[src/rtl/regwrite_decode_stage.sv]
`default_nettype none
// ============================================================================
// Module : regwrite_decode_stage
// Desc   : Registered register-file write-back port: one-hot 5:32 write-enable
//          decode, write data, and write-back-to-decode bypass flags.
//          Option macro REGWR_X31_WRITABLE_EN makes register 31 writable.
// Rev    : 1.0  initial release
// ============================================================================
module regwrite_decode_stage #(
  parameter int DATA_W = 64,
  parameter int ADDR_W = 5
) (
  input  logic                 clk,
  input  logic                 reset,
  input  logic                 RegWrite,
  input  logic [ADDR_W-1:0]    Rd,
  input  logic [DATA_W-1:0]    WrData,
  input  logic                 hold,
  input  logic                 flush,
  input  logic [ADDR_W-1:0]    Rn,
  input  logic [ADDR_W-1:0]    Rm,
  output logic [2**ADDR_W-1:0] WrSel,
  output logic [DATA_W-1:0]    WrDataOut,
  output logic                 Fwd1,
  output logic                 Fwd2
);

  localparam int LO_W = (ADDR_W + 1) / 2;
  localparam int HI_W = ADDR_W - LO_W;
  localparam int NREG = 2**ADDR_W;
  localparam logic [ADDR_W-1:0] ZR_ADDR = {ADDR_W{1'b1}};

  logic              valid_q, valid_d;
  logic [ADDR_W-1:0] addr_q,  addr_d;
  logic [DATA_W-1:0] data_q,  data_d;
  logic              wen;

  always_comb begin
    valid_d = valid_q;
    addr_d  = addr_q;
    data_d  = data_q;
    if (flush) begin
      valid_d = 1'b0;
    end else if (!hold) begin
      valid_d = RegWrite;
      addr_d  = Rd;
      data_d  = WrData;
    end
  end

  always_ff @(posedge clk) begin
    if (reset) begin
      valid_q <= 1'b0;
      addr_q  <= '0;
      data_q  <= '0;
    end else begin
      valid_q <= valid_d;
      addr_q  <= addr_d;
      data_q  <= data_d;
    end
  end

`ifdef REGWR_X31_WRITABLE_EN
  assign wen = valid_q;
`else
  // Register 31 reads as zero (XZR), so writes to it are dropped here.
  assign wen = valid_q && (addr_q != ZR_ADDR);
`endif

  // Two-level decode: upper address bits gate eight-way groups of the lower decode.
  logic [2**HI_W-1:0] hi_dec;
  logic [2**LO_W-1:0] lo_dec;

  for (genvar k = 0; k < 2**HI_W; k++) begin : g_hi_dec
    assign hi_dec[k] = wen && (addr_q[ADDR_W-1:LO_W] == HI_W'(k));
  end

  for (genvar j = 0; j < 2**LO_W; j++) begin : g_lo_dec
    assign lo_dec[j] = (addr_q[LO_W-1:0] == LO_W'(j));
  end

  for (genvar i = 0; i < NREG; i++) begin : g_sel
    localparam int HI_IDX = i >> LO_W;
    localparam int LO_IDX = i & ((2**LO_W) - 1);
    assign WrSel[i] = hi_dec[HI_IDX] & lo_dec[LO_IDX];
  end

  assign WrDataOut = data_q;
  assign Fwd1      = wen && (addr_q == Rn);
  assign Fwd2      = wen && (addr_q == Rm);

endmodule
`default_nettype wire

[config.mk]
export PLATFORM = sky130hd
export DESIGN_NAME = regwrite_decode_stage
export DESIGN_NICKNAME = d
export VERILOG_FILES = /design/src/rtl/regwrite_decode_stage.sv
export SDC_FILE = /design/constraint.sdc
export NUM_CORES = 1
export LEC_CHECK = 0
export CAP_MARGIN = 20
export CORE_ASPECT_RATIO = 1.5
export CORE_MARGIN = 4
export CORE_UTILIZATION = 60
export CTS_CLUSTER_SIZE = 20
export DETAILED_ROUTE_END_ITERATION = 7
export DONT_BUFFER_PORTS = 1
export PLACE_DENSITY = 0.8
export SLEW_MARGIN = 20
export SYNTH_ARGS = -nofsm -noshare
export SYNTH_HDL_FRONTEND = slang
export SYNTH_SLANG_ARGS = --single-unit
[constraint.sdc]
create_clock -name clk -period 1.7 [get_ports clk]
set_input_delay 0.34 -clock clk [delete_from_list [all_inputs] [get_ports clk]]
set_output_delay 0.34 -clock clk [all_outputs]
set_load 0.01 [all_outputs]
; Word level (Yosys, flattened, before mapping)
; Index checks and enable logic that the tools add are counted.
[totals]
ff_bits = 70
input_bits = 84
out_inout_bits = 98
wordCells = 61
[op_classes]
n_eq_ne = 13
n_bitwise = 34
n_reduce_logical = 11
[ops]
columns = op, n
row1 = AND 1 bit, 32
row2 = == test 3 bit (second input constant), 4
row3 = == test 5 bit, 2
row4 = logical AND 1 bit, 7
row5 = == test 3 x 2 -> 1 bit (second input constant), 2
row6 = != test 5 bit (second input constant), 1
row7 = == test 2 bit (second input constant), 2
row8 = == test 3 x 1 -> 1 bit (second input constant), 1
row9 = logical NOT 3 bit, 1
row10 = == test 2 x 1 -> 1 bit (second input constant), 1
row11 = logical NOT 2 bit, 1
row12 = inverter 1 bit, 2
row13 = AND reduction 2 bit, 1
row14 = OR reduction 2 bit, 1

; Longest topological paths before layout
; Gate-level depths: netlist (run 1).
[logic_depth]
word_depth = 4
ltp_mapped = 6
depth_no_buf = 3

; Least setup slack after synthesis (run 1)
; Ideal clock, no wire load.
[synth_path]
kind = register -> output
from = reg addr_q[1]
to = out WrSel[17]
t_arrival_ns = 1.132
t_required_ns = 1.360
path_slack_ns = 0.228
path_stages_with_launch = 4
n_path_buf = 1
path_cell_list = dfxtp_1 -> buf_4 -> or3b_2 -> nor2_1
[synth_via]
elab_chain_cells = 4
word_cells_on_any_way = 5
cone_classes = eq/ne (2) / bitwise (1) / reduce/logical (2)
[synth_rtl]
columns = item, line
row1 = start: declaration, 34  ; logic [ADDR_W-1:0] addr_q, addr_d;
row2 = start signal: assignment, 58  ; addr_q <= addr_d;
row3 = != test 5 bit, 67  ; assign wen = valid_q && (addr_q != ZR_ADDR);
row4 = logical AND 1 bit, 67
row5 = logical AND 1 bit, 75  ; assign hi_dec[k] = wen && (addr_q[ADDR_W-1:LO_W] == HI_W'(k));
row6 = AND 1 bit *, 85  ; assign WrSel[i] = hi_dec[HI_IDX] & lo_dec[LO_IDX];
row7 = end: declaration, 22  ; output logic [2**ADDR_W-1:0] WrSel,
; Mark *: on every way between the ends. The rest lies on a longest branch, timed or not.

; Final worst setup path (run 1)
[layout_path]
from = reg addr_q[2]
to = out Fwd2
[layout_via]
elab_chain_cells = 3
word_cells_on_any_way = 4
cone_classes = eq/ne (2) / reduce/logical (2)
[layout_rtl]
columns = item, line
row1 = != test 5 bit, 67
row2 = logical AND 1 bit, 67
row3 = logical AND 1 bit *, 90  ; assign Fwd2 = wen && (addr_q == Rm);
row4 = end: declaration, 25  ; output logic Fwd2
; Marks and branches as above.

==> results of run 1 <==
[layout by cell type, fill, tap and decap left out, drive strengths merged]
cell type / netlist / routed
a21oi: 69 / 69
buf: 18 / 14
bufinv: 0 / 3
clkbuf: 13 / 11
clkinv: 0 / 1
clkinvlp: 0 / 1
conb: 1 / 1
dfxtp: 70 / 70
mux2i: 1 / 1
nand2: 140 / 140
nand3: 1 / 1
nand3b: 5 / 5
nand4: 3 / 3
nor2: 34 / 34
nor3: 1 / 1
nor4: 2 / 2
or2: 1 / 1
or3: 1 / 1
or3b: 3 / 3
xnor2: 6 / 6
xor2: 4 / 4
[final cells by class]
| cell class | instances | area [um2] |
|---|---|---|
| Timing Repair Buffer | 14 | 125.1 |
| Clock buffer | 11 | 141.4 |
| Multi-Input combinational cell | 272 | 1413 |
| Clock inverter | 5 | 106.4 |
| Tap cell | 48 | 60.06 |
| Sequential cell | 70 | 1418 |
| Fill cell | 347 | 1241 |
[flip-flops by register name (all words and copies together) (netlist names)]
| signal | flops |
|---|---|
| WrDataOut | 64 |
| addr_q | 5 |
| valid_q | 1 |
[metal layers]
metal  part of all wire [%]  vias to the layer above  wire (um)  global-route usage, %
li1                       -                     1173          -                      -
met1                     34                     1081       2529                  23.08
met4                    2.4                        0        181                  12.25
met5                      0                        -          0                      0
met3                     11                       17        817                  9.530
met2                     53                      141       3971                  42.72
[worst max-delay path by stage]
stage	start	end	slack, ns
after global routing	addr_q[2]	Fwd2	-0.22
after CTS	addr_q[2]	Fwd1	-0.08
final	addr_q[2]	Fwd2	-0.13
after global placement	addr_q[0]	Fwd1	0.11
after floorplan	addr_q[1]	WrSel[17]	0.23
after detailed placement	addr_q[0]	Fwd1	0.11
[per-stage QoR]
step	setup WS [ns]	hold WS (ns)	utilization, %	power [mW]
finish	-0.1339	0.06371	72.44	3.651
global placement	0.1126	0.4141	61.25	2.031
detailed placement	0.1133	0.4162	61.25	2.044
CTS	-0.07807	0.04957	70.89	3.667
floorplan	0.2282	0.4193	-	2.024
global route	-0.2222	0.04659	72.44	3.779
[repair_timing]
action / CTS / global route
setup buffers: 5 / 1
gates resized for setup: 47 / 17
endpoints found under the hold margin: 0 / 0
pin swaps: 12 / 8
setup endpoints to repair: 33 / 29
[kinds of logic after synthesis]
family	after synthesis	synth area share (%)
AND/OR/NAND/NOR	191	27.76
flip-flops	70	50.31
AO/OA/AOI/OAI	69	12.40
buffers and inverters	31	5.885
XOR/XNOR	10	3.145
multiplexers	1	0.3594
other	1	0.1346
[power groups by stage]
stage,clock network [mW],registers [mW],logic [mW]
floorplan,0,1.82,0.205
global placement,0,1.85,0.186
detailed placement,0,1.85,0.195
CTS,1.64,1.81,0.217
global route,1.70,1.82,0.257
finish,1.62,1.81,0.226
==> out/summary.log, run 1 <==
INFO  outcome        run_status=finished, violations left
INFO  outcome        violations=negative setup slack
INFO  cells_and_area design.final.nets=451
INFO  power_and_ir_drop p_sw_share=22.77%
INFO  die            initial_utilization=61.83%
INFO  power_and_ir_drop p_sw=0.8312mW
INFO  critical_path  critical-path-max-stage-delay=0.38ns
INFO  global_route   global_route_wire_length_before_repair=10980um
INFO  place          numPlacedInstances=398
INFO  sta            final_clock_skew=0ns
INFO  synth          library_cells_used_by_synthesis=22
INFO  global_route   vias_in_the_first_global_route=2298
INFO  route          number_of_detailed_route_iterations_in_the_first_pass=4
INFO  critical_path  crit_family=flip-flops
INFO  synth          syn_area=2785um2
INFO  worst_hold_path hold_path_class=input port to flop
INFO  die            top_ports=182
INFO  clock_tree     clk_latency=0.34ns
INFO  power_and_ir_drop clock_power_share=44.2%
INFO  synth          synth.avg_cell_area=7.467um2
INFO  sta            post-route-period-util=107.9%
INFO  critical_path  start_kind=flop
INFO  critical_path  crit_arrival=1.49ns
INFO  route          dr_total_vias=2412
INFO  power_and_ir_drop power_frac_seq=49.6%
INFO  global_route   grt_start_max_net_pins=71
INFO  place          hpwl=5018um
INFO  synth          synth_instances=373
INFO  die            chipWidth=63.63um
INFO  cells_and_area antenna_diode_instance_count=0
INFO  route          ant_nets=0
INFO  sta            report.final.hold_viol_count=0
INFO  critical_path  regToRegSetupSlack=0.91ns
INFO  synth          synth_async_sr_flop_share=0%
INFO  synth          synth_fp_nets=457
INFO  clock_tree     total_clock_buffers_created_by_cts=9
INFO  place          gp_routability_congestion=0.7628
INFO  sta            fmax=0.5453GHz
INFO  sta            final_setup_viols=20
INFO  die            die_height=91.45um
INFO  global_route   grt-ovfl-total=0
INFO  global_route   grt_antenna_before_repair=0
INFO  sta            final.min_clock_period=1.834ns
INFO  die            rows=30
INFO  synth          synth_common_cells=nand2_1, dfxtp_1, a21oi_1
INFO  critical_path  max_fanout_on_critical_path=8
INFO  synth          synth-seq-cells=70
INFO  worst_hold_path worst_hold_path.endpoint=addr_q[1]
INFO  cells_and_area layout_stage_area_growth_over_the_synthesis_result=17.16%
INFO  die            core-area=4504um2
INFO  power_and_ir_drop power.ir.vdd_worst=0.0009407V
INFO  synth          yosys_most_used_dff=dfxtp_1
INFO  sta            max_slew_margin=61.21%
INFO  synth          synth_edf_count=0
INFO  critical_path  criticalPathCategory=flop to primary output
INFO  place          buffers_on_ports=0
INFO  critical_path  crit_path_top_delay_cell=dfxtp_4
INFO  route          drc=0
INFO  critical_path  timing.critical_path.cells=xnor2_1 -> nand4_1 -> nor4_2 -> buf_4
INFO  sta            total_count_of_max_transition_violations_in_the_final_report=0
INFO  route          routedWlPerCell=17.86um
INFO  synth          post-synth-top-count-cell=nand2_1
INFO  critical_path  critical_path_buf_inv_count=1
INFO  critical_path  worst-r2r-cell-count=2
INFO  power_and_ir_drop internal_power=2.820mW
INFO  critical_path  critical_path_cell_count=4
INFO  sta            max_slew.worst_pin.slew=0.5818ns
INFO  clock_tree     cts_tree=built
INFO  critical_path  critical_path.endpoint_type=primary output
INFO  clock_tree     clock_tree.htree_level_count=3
INFO  synth          yosys_warnings=0
INFO  clock_tree     cts_sinks=70
INFO  die            die_outline_area=5819um2
INFO  power_and_ir_drop power_density=1119nW/um2
INFO  global_route   track_usage=23.89%
INFO  power_and_ir_drop power_leakage=1.101nW
INFO  clock_tree     cts-root-to-sink-buffers=2
INFO  job            maxCapViolCount=0
INFO  route          dr.first_iter.drc_count=170
INFO  worst_hold_path holdCritStartpoint=reset
INFO  cells_and_area finalInstanceArea=3263um2
INFO  sta            final.setup.tns=-0.7247ns
INFO  route          routed_wl=7501um
INFO  sta            layout_setup_ws=-0.1339ns
INFO  route          vias_per_cell=5.743
INFO  cells_and_area drive_gt1_share=19.35%
INFO  worst_hold_path hold_path_depth=1
INFO  clock_tree     ctsRootBufferMaster=clkbuf_8
INFO  clock_tree     hold_buffers=0
INFO  synth          synth_seq_area_share=50.31%
INFO  sta            unrepaired_setup_endpoints_after_global_routing=yes
INFO  synth          leading_cell_types_by_total_area_after_synthesis=dfxtp_1, nand2_1, a21oi_1
INFO  clock_tree     cts.clk_slew.worst_paths=0.07ns
INFO  critical_path  rr_startpoint=WrDataOut[5]
INFO  place          dpl_cell_area=2759um2
INFO  critical_path  worst_ep_required_time=1.36ns
INFO  power_and_ir_drop combPwrFrac=6.2%
INFO  synth          synth.top_cell.area_share=50.31%
INFO  cells_and_area final_cell_count_no_fill=420
INFO  synth          yosysTopAreaCell=dfxtp_1
INFO  critical_path  critical_register_to_register_path_endpoint=WrDataOut[5]
No activity file was read; power rests on OpenSTA's default activity.
==> run 2: changes to the inputs <==
--- a/config.mk
+++ b/config.mk
@@ -13,6 +13,8 @@
 export DETAILED_ROUTE_END_ITERATION = 7
 export DONT_BUFFER_PORTS = 1
 export PLACE_DENSITY = 0.8
+export RECOVER_POWER = 100
+export SKIP_LAST_GASP = 1
 export SLEW_MARGIN = 20
 export SYNTH_ARGS = -nofsm -noshare
 export SYNTH_HDL_FRONTEND = slang
==> out/summary.log, run 2 (synthesis results as in run 1) <==
INFO  outcome        run_status=finished, violations left
INFO  outcome        violations=negative setup slack
INFO  power_and_ir_drop combPwrFrac=6.2% [about the same]
INFO  die            top_ports=182 [unchanged]
INFO  route          number_of_detailed_route_iterations_in_the_first_pass=4 [unchanged]
INFO  worst_hold_path hold_path_depth=1 [unchanged]
INFO  route          dr.first_iter.drc_count=128 [-25%]
INFO  global_route   grt-ovfl-total=0 [unchanged]
INFO  die            die_height=91.45um [unchanged]
INFO  sta            layout_setup_ws=-0.1341ns [-0.0001500 ns]
INFO  critical_path  worst_ep_required_time=1.36ns [about the same]
INFO  die            core-area=4504um2 [unchanged]
INFO  power_and_ir_drop power_frac_seq=49.6% [about the same]
INFO  clock_tree     ctsRootBufferMaster=clkbuf_8
INFO  critical_path  max_fanout_on_critical_path=8 [unchanged]
INFO  global_route   track_usage=23.64% [-0.26 points]
INFO  critical_path  start_kind=flop
INFO  cells_and_area finalInstanceArea=3242um2 [-0.65%]
INFO  global_route   vias_in_the_first_global_route=2283 [-0.65%]
INFO  clock_tree     cts.clk_slew.worst_paths=0.07ns [about the same]
INFO  die            chipWidth=63.63um [unchanged]
INFO  cells_and_area design.final.nets=452 [+0.22%]
INFO  place          buffers_on_ports=0 [unchanged]
INFO  route          routedWlPerCell=17.88um [+0.13%]
INFO  cells_and_area largest_reg_flops=64 [unchanged]
INFO  place          gp_routability_congestion=0.7628 [unchanged]
INFO  power_and_ir_drop clock_power_share=44.2% [about the same]
INFO  cells_and_area postLayoutCoreUtil=71.97% [-0.47 points]
INFO  sta            max_slew_margin=33.86% [-27 points]
INFO  job            maxCapViolCount=0 [unchanged]
INFO  clock_tree     cts_tree=built
INFO  power_and_ir_drop power.ir.vdd_worst=0.0009327V [-0.84%]
INFO  die            die_outline_area=5819um2 [unchanged]
INFO  sta            unrepaired_setup_endpoints_after_global_routing=yes
INFO  route          dr_total_vias=2420 [+0.33%]
INFO  sta            final_setup_viols=19 [-5.0%]
INFO  place          dpl_cell_area=2759um2 [unchanged]
INFO  critical_path  critical_path.endpoint_type=primary output
INFO  route          routed_wl=7529um [+0.37%]
INFO  power_and_ir_drop p_sw=0.8264mW [-0.59%]
INFO  power_and_ir_drop power_leakage=1.100nW [-0.14%]
INFO  cells_and_area mostFrequentLayoutCell=nand2_1
INFO  clock_tree     cts-root-to-sink-buffers=2 [unchanged]
INFO  global_route   grt_antenna_before_repair=0 [unchanged]
INFO  cells_and_area layout_stage_area_growth_over_the_synthesis_result=16.40%
INFO  cells_and_area highest_count_cells_in_the_layout_ignoring_fill_and_taps=nand2_1, a21oi_1, dfxtp_1
INFO  sta            post-route-period-util=107.9% [about the same]
INFO  sta            final_clock_skew=0ns [unchanged]
INFO  critical_path  crit_arrival=1.49ns [about the same]
INFO  route          drc=0 [unchanged]
INFO  sta            report.final.hold_viol_count=0 [unchanged]
INFO  global_route   global_route_wire_length_before_repair=10870um [-1.1%]
INFO  sta            fmax=0.5452GHz [about the same]
INFO  global_route   grt_start_max_net_pins=71 [unchanged]
INFO  die            rows=30 [unchanged]
INFO  route          vias_per_cell=5.748 [about the same]
INFO  cells_and_area drive_gt1_share=18.77% [-0.59 points]
INFO  critical_path  criticalPathCategory=flop to primary output
INFO  sta            max_slew.worst_pin.slew=0.9920ns [+0.4102 ns]
INFO  cells_and_area antenna_diode_instance_count=0 [unchanged]
INFO  clock_tree     total_clock_buffers_created_by_cts=9 [unchanged]
INFO  power_and_ir_drop power_density=1124nW/um2 [+0.45%]
INFO  power_and_ir_drop p_sw_share=22.68% [-0.086 points]
INFO  sta            final.min_clock_period=1.834ns [+0.0001500 ns]
INFO  clock_tree     cts_sinks=70 [unchanged]
INFO  route          ant_nets=0 [unchanged]
INFO  worst_hold_path hold_path_class=input port to flop
INFO  sta            total_count_of_max_transition_violations_in_the_final_report=0 [unchanged]
INFO  critical_path  worst-r2r-cell-count=3 [+1]
INFO  clock_tree     clk_latency=0.34ns [about the same]
INFO  die            initial_utilization=61.83% [unchanged]
INFO  place          hpwl=5018um [unchanged]
INFO  clock_tree     clock_tree.htree_level_count=3 [unchanged]
INFO  power_and_ir_drop internal_power=2.817mW [about the same]
## run 2: timing repair
action | CTS | global route
pin swaps | 10 | 8
resized for setup | 44 | 17
hold buffers | 0 | 0
setup buffers | 5 | 2
hold endpoints to repair | 0 | 0
setup endpoints to repair | 33 | 30
## run 2: path summary, 6_finish.rpt
path / startpoint / end / slack [ns]
min: reset / addr_q[1] / 0.06
max: addr_q[2] / Fwd1 / -0.13
min reg2reg: WrDataOut[59] / WrDataOut[59] / 0.50
max reg2reg: valid_q / valid_q / 0.91
## run 2: worst max-delay path: stages, from the launching register on
cell     delay, ns
dfxtp_4       0.38
xnor2_1       0.21
nand4_1       0.16
nor4_2        0.23
buf_4         0.18
## run 2: metrics by stage
step / power [mW] / std cells / setup TNS, ns / setup slack [ns] / hold slack (ns)
6_report: 3.643 / 421 / -1.227 / -0.1341 / 0.06104
5_1_grt: 3.769 / 421 / -3.306 / -0.1754 / 0.04659
4_1_cts: 3.664 / 419 / -1.175 / -0.1218 / 0.04957
3_5_place_dp: 2.044 / 398 / 0 / 0.1133 / 0.4162
3_3_place_gp: 2.031 / 398 / 0 / 0.1126 / 0.4141
2_1_floorplan: 2.024 / 373 / 0 / 0.2282 / 0.4193
## run 2: power groups by stage
stage / clock network, mW / logic, mW / registers [mW]
3_5_place_dp: 0 / 0.195 / 1.85
6_report: 1.61 / 0.224 / 1.81
4_1_cts: 1.64 / 0.216 / 1.81
3_3_place_gp: 0 / 0.186 / 1.85
2_1_floorplan: 0 / 0.205 / 1.82
5_1_grt: 1.70 / 0.254 / 1.82
## run 2: layout make-up
class,instances,area (um2)
Sequential cell,70,1418
Timing Repair Buffer,15,123.9
Clock buffer,11,141.4
Multi-Input combinational cell,272,1393
Tap cell,48,60.06
Fill cell,352,1262
Clock inverter,5,106.4
## run 2: layer usage
metal	routed length, um	track usage, %	vias to the layer above
met5	0	0	-
li1	-	-	1176
met1	2506	22.45	1077
met2	3957	42.46	152
met3	882	10.15	15
met4	183	11.53	0
==> run 3: changes to the inputs <==
--- a/config.mk
+++ b/config.mk
@@ -5,14 +5,17 @@
 export SDC_FILE = /design/constraint.sdc
 export NUM_CORES = 1
 export LEC_CHECK = 0
+export ABC_AREA = 1
 export CAP_MARGIN = 20
+export CELL_PAD_IN_SITES_DETAIL_PLACEMENT = 0
+export CELL_PAD_IN_SITES_GLOBAL_PLACEMENT = 1
 export CORE_ASPECT_RATIO = 1.5
 export CORE_MARGIN = 4
-export CORE_UTILIZATION = 60
+export CORE_UTILIZATION = 40
 export CTS_CLUSTER_SIZE = 20
 export DETAILED_ROUTE_END_ITERATION = 7
 export DONT_BUFFER_PORTS = 1
-export PLACE_DENSITY = 0.8
+export PLACE_DENSITY = 0.79
 export RECOVER_POWER = 100
 export SKIP_LAST_GASP = 1
 export SLEW_MARGIN = 20
==> out/summary.log, run 3 <==
INFO  route          routed_wl=8593um [+14%]
INFO  synth          synth_fa_ha_area_share=0% [unchanged]
INFO  sta            max_slew_margin=19.99% [-14 points]
INFO  sta            fmax=0.5887GHz [+8.0%]
INFO  place          hpwl=5831um [+16%]
INFO  critical_path  critical_path.endpoint_type=primary output
INFO  power_and_ir_drop p_sw_share=24.20% [+1.5 points]
INFO  clock_tree     total_clock_buffers_created_by_cts=9 [unchanged]
INFO  die            top_ports=182 [unchanged]
INFO  route          number_of_detailed_route_iterations_in_the_first_pass=4 [unchanged]
INFO  route          drc=0 [unchanged]
INFO  global_route   track_usage=17.69% [-5.9 points]
INFO  critical_path  worst_ep_required_time=1.36ns [about the same]
INFO  synth          yosys.area_share.xor_xnor=0.5773% [-2.6 points]
INFO  synth          synth_fp_nets=478 [+4.6%]
INFO  sta            max_slew.worst_pin.slew=1.200ns [+0.2081 ns]
INFO  outcome        run_status=finished clean
INFO  synth          dominant_combinational_cell_family_by_area_after_synthesis=simple AND/OR/NAND/NOR gates
INFO  worst_hold_path hold_path_class=input port to flop
INFO  cells_and_area antenna_diode_instance_count=0 [unchanged]
INFO  synth          synth_edf_count=0 [unchanged]
INFO  power_and_ir_drop power.ir.vdd_worst=0.0005775V [-38%]
INFO  clock_tree     cts-root-to-sink-buffers=2 [unchanged]
INFO  place          numPlacedInstances=473 [+19%]
INFO  synth          synth_instances=394 [+5.6%]
INFO  critical_path  crit_arrival=1.36ns [-0.13 ns]
INFO  synth          library_cells_used_by_synthesis=24 [+9.1%]
INFO  cells_and_area mostFrequentLayoutCell=nand2_1
INFO  synth          leading_cell_types_by_total_area_after_synthesis=dfxtp_1, nand2_1, a21oi_2
INFO  route          dr_total_vias=2546 [+5.2%]
INFO  route          dr.first_iter.drc_count=155 [+21%]
INFO  sta            report.final.hold_viol_count=0 [unchanged]
INFO  synth          synth.avg_cell_area=7.701um2 [+3.1%]
INFO  route          vias_per_cell=5.133 [-11%]
INFO  place          buffers_on_ports=0 [unchanged]
INFO  sta            post-route-period-util=99.92% [-8.0 points]
INFO  place          gp_routability_congestion=0.7453 [-2.3%]
INFO  synth          synth_common_cells=nand2_1, dfxtp_1, nor2_1
INFO  synth          synth.top_cell.area_share=46.19% [-4.1 points]
INFO  sta            final_clock_skew=0ns [unchanged]
INFO  cells_and_area postLayoutCoreUtil=47.40% [-25 points]
INFO  clock_tree     cts_tree=built
INFO  critical_path  max_fanout_on_critical_path=6 [-2]
INFO  route          ant_nets=0 [unchanged]
INFO  die            die_outline_area=9072um2 [+56%]
INFO  power_and_ir_drop power_leakage=1.185nW [+7.7%]
INFO  sta            final.setup.tns=0ns [+1.227 ns]
INFO  sta            final.min_clock_period=1.699ns [-0.1355 ns]
INFO  power_and_ir_drop power_frac_seq=47.8% [-1.8 points]
INFO  worst_hold_path hold_path_depth=1 [unchanged]
INFO  clock_tree     cts_sinks=70 [unchanged]
INFO  synth          synth_seq_area_share=46.19% [-4.1 points]
INFO  job            maxCapViolCount=0 [unchanged]
INFO  synth          synth_compound_area_share=16.62% [+4.2 points]
INFO  die            core-area=7322um2 [+63%]
INFO  critical_path  criticalPathCategory=flop to primary output
INFO  power_and_ir_drop clock_power_share=44.3% [about the same]
INFO  synth          yosysTopAreaCell=dfxtp_1
INFO  global_route   grt_start_max_net_pins=71 [unchanged]
INFO  critical_path  regToRegSetupSlack=0.75ns [-0.16 ns]
INFO  cells_and_area drive_gt1_share=29.80% [+11 points]
INFO  die            chipWidth=79.11um [+24%]
INFO  critical_path  worst-r2r-cell-count=3 [unchanged]
INFO  synth          synth-seq-cells=70 [unchanged]
INFO  critical_path  start_kind=flop
INFO  power_and_ir_drop combPwrFrac=7.8% [+1.6 points]
INFO  cells_and_area highest_count_cells_in_the_layout_ignoring_fill_and_taps=nand2_1, dfxtp_1, a21oi_1
INFO  route          routedWlPerCell=17.32um [-3.1%]
INFO  synth          synth_simple_gate_area_share=27.67% [-0.093 points]
INFO  sta            total_count_of_max_transition_violations_in_the_final_report=0 [unchanged]
INFO  synth          syn_area=3034um2 [+8.9%]
INFO  cells_and_area final_cell_count_no_fill=496 [+18%]
INFO  die            die_height=114.7um [+25%]
INFO  synth          yosys-mux-area-fraction=0.3299% [-0.029 points]
INFO  critical_path  rr_startpoint=addr_q[1]
INFO  cells_and_area layout_stage_area_growth_over_the_synthesis_result=14.39%
INFO  synth          yosys_most_used_dff=dfxtp_1
INFO  global_route   grt-ovfl-total=0 [unchanged]
INFO  synth          yosys_warnings=0 [unchanged]
INFO  clock_tree     clock_tree.htree_level_count=3 [unchanged]
INFO  power_and_ir_drop power_density=1097nW/um2 [-2.4%]
INFO  global_route   global_route_wire_length_before_repair=12360um [+14%]
INFO  die            rows=38 [+27%]
INFO  cells_and_area design.final.nets=475 [+5.1%]
INFO  sta            unrepaired_setup_endpoints_after_global_routing=yes
INFO  global_route   vias_in_the_first_global_route=2392 [+4.8%]
INFO  critical_path  critical_register_to_register_path_endpoint=addr_q[1]
INFO  cells_and_area largest_reg_flops=64 [unchanged]
INFO  synth          synth_async_sr_flop_share=0% [unchanged]
INFO  global_route   grt_antenna_before_repair=0 [unchanged]
INFO  clock_tree     cts.clk_slew.worst_paths=0.07ns [about the same]
INFO  power_and_ir_drop p_sw=0.9210mW [+11%]
INFO  power_and_ir_drop internal_power=2.885mW [+2.4%]
INFO  clock_tree     clk_latency=0.33ns [about the same]
INFO  worst_hold_path worst_hold_path.endpoint=WrDataOut[44]
INFO  synth          post-synth-top-count-cell=nand2_1
INFO  sta            final_setup_viols=0 [-19]
INFO  worst_hold_path holdCritStartpoint=reset
INFO  die            initial_utilization=41.44% [-20 points]
INFO  clock_tree     ctsRootBufferMaster=clkbuf_8
## run 3: cell types whose count changed after synthesis, sizes merged, moves of 7 or more
| cell | change |
|---|---|
| inv | +14 |
| nand2 | +13 |
| nand3 | +12 |
| nor2 | +9 |
| clkbuf | -7 |
## run 3: power groups by stage
stage	registers, mW	clock network, mW	logic [mW]
floorplan	1.83	0	0.275
global placement	1.85	0	0.253
detailed placement	1.85	0	0.260
CTS	1.82	1.73	0.268
global route	1.83	1.82	0.333
finish	1.82	1.69	0.299
## run 3: repair_timing
action / in CTS / in global routing
hold buffers: 0 / 0
gates cloned: 0 / 0
pin swaps: 0 / 10
setup buffers: 1 / 6
endpoints found under the setup margin: 33 / 33
resized for setup: 24 / 47
## run 3: kinds of logic after synthesis
| group | after synthesis |
|---|---|
| multiplexers | 1 |
| flip-flops | 70 |
| AO/OA/AOI/OAI | 70 |
| buffers and inverters | 39 |
| other | 1 |
| AND/OR/NAND/NOR | 211 |
| XOR/XNOR | 2 |
## run 3: layer usage
| layer | GRT usage [%] | share of wire, % |
|---|---|---|
| met1 | 17.43 | 35 |
| met2 | 31.16 | 52 |
| met3 | 8.189 | 9.9 |
| met4 | 8.142 | 3.0 |
| met5 | 0 | 0 |
## run 3: through the flow
stage | hold WS, ns | power (mW) | cell area [um2] | setup WS (ns)
3_3_place_gp | 0.4103 | 2.106 | 3002 | 0.2537
4_1_cts | 0.03303 | 3.819 | 3327 | -0.07092
3_5_place_dp | 0.4133 | 2.114 | 3002 | 0.2280
5_1_grt | 0.01744 | 3.987 | 3471 | -0.06726
6_report | 0.05873 | 3.806 | 3471 | 0.001404
2_1_floorplan | 0.4193 | 2.105 | 3034 | 0.4201
## run 3: worst max-delay path: stages, from the launching register on
cell	delay [ns]
dfxtp_4	0.38
clkinvlp_4	0.08
buf_4	0.16
nand3_2	0.20
nor2_2	0.21
## run 3: worst max path at each step
| stage | start | to | slack, ns |
|---|---|---|---|
| after global placement | addr_q[1] | WrSel[25] | 0.25 |
| after global routing | addr_q[2] | WrSel[25] | -0.07 |
| after floorplan | addr_q[1] | Fwd2 | 0.42 |
| final | addr_q[1] | WrSel[28] | 0.001 |
| after detailed placement | addr_q[1] | WrSel[25] | 0.23 |
| after CTS | addr_q[1] | WrSel[1] | -0.07 |
## run 3: area by class of cell
| class | count | area [um2] |
|---|---|---|
| inverter | 14 | 66.31 |
| clock buffer | 11 | 151.4 |
| clock inverter | 5 | 105.1 |
| multi-input combinational | 285 | 1515 |
| timing repair buffer | 11 | 88.84 |
| fill | 767 | 3851 |
| sequential | 70 | 1419 |
| tap | 100 | 125.1 |
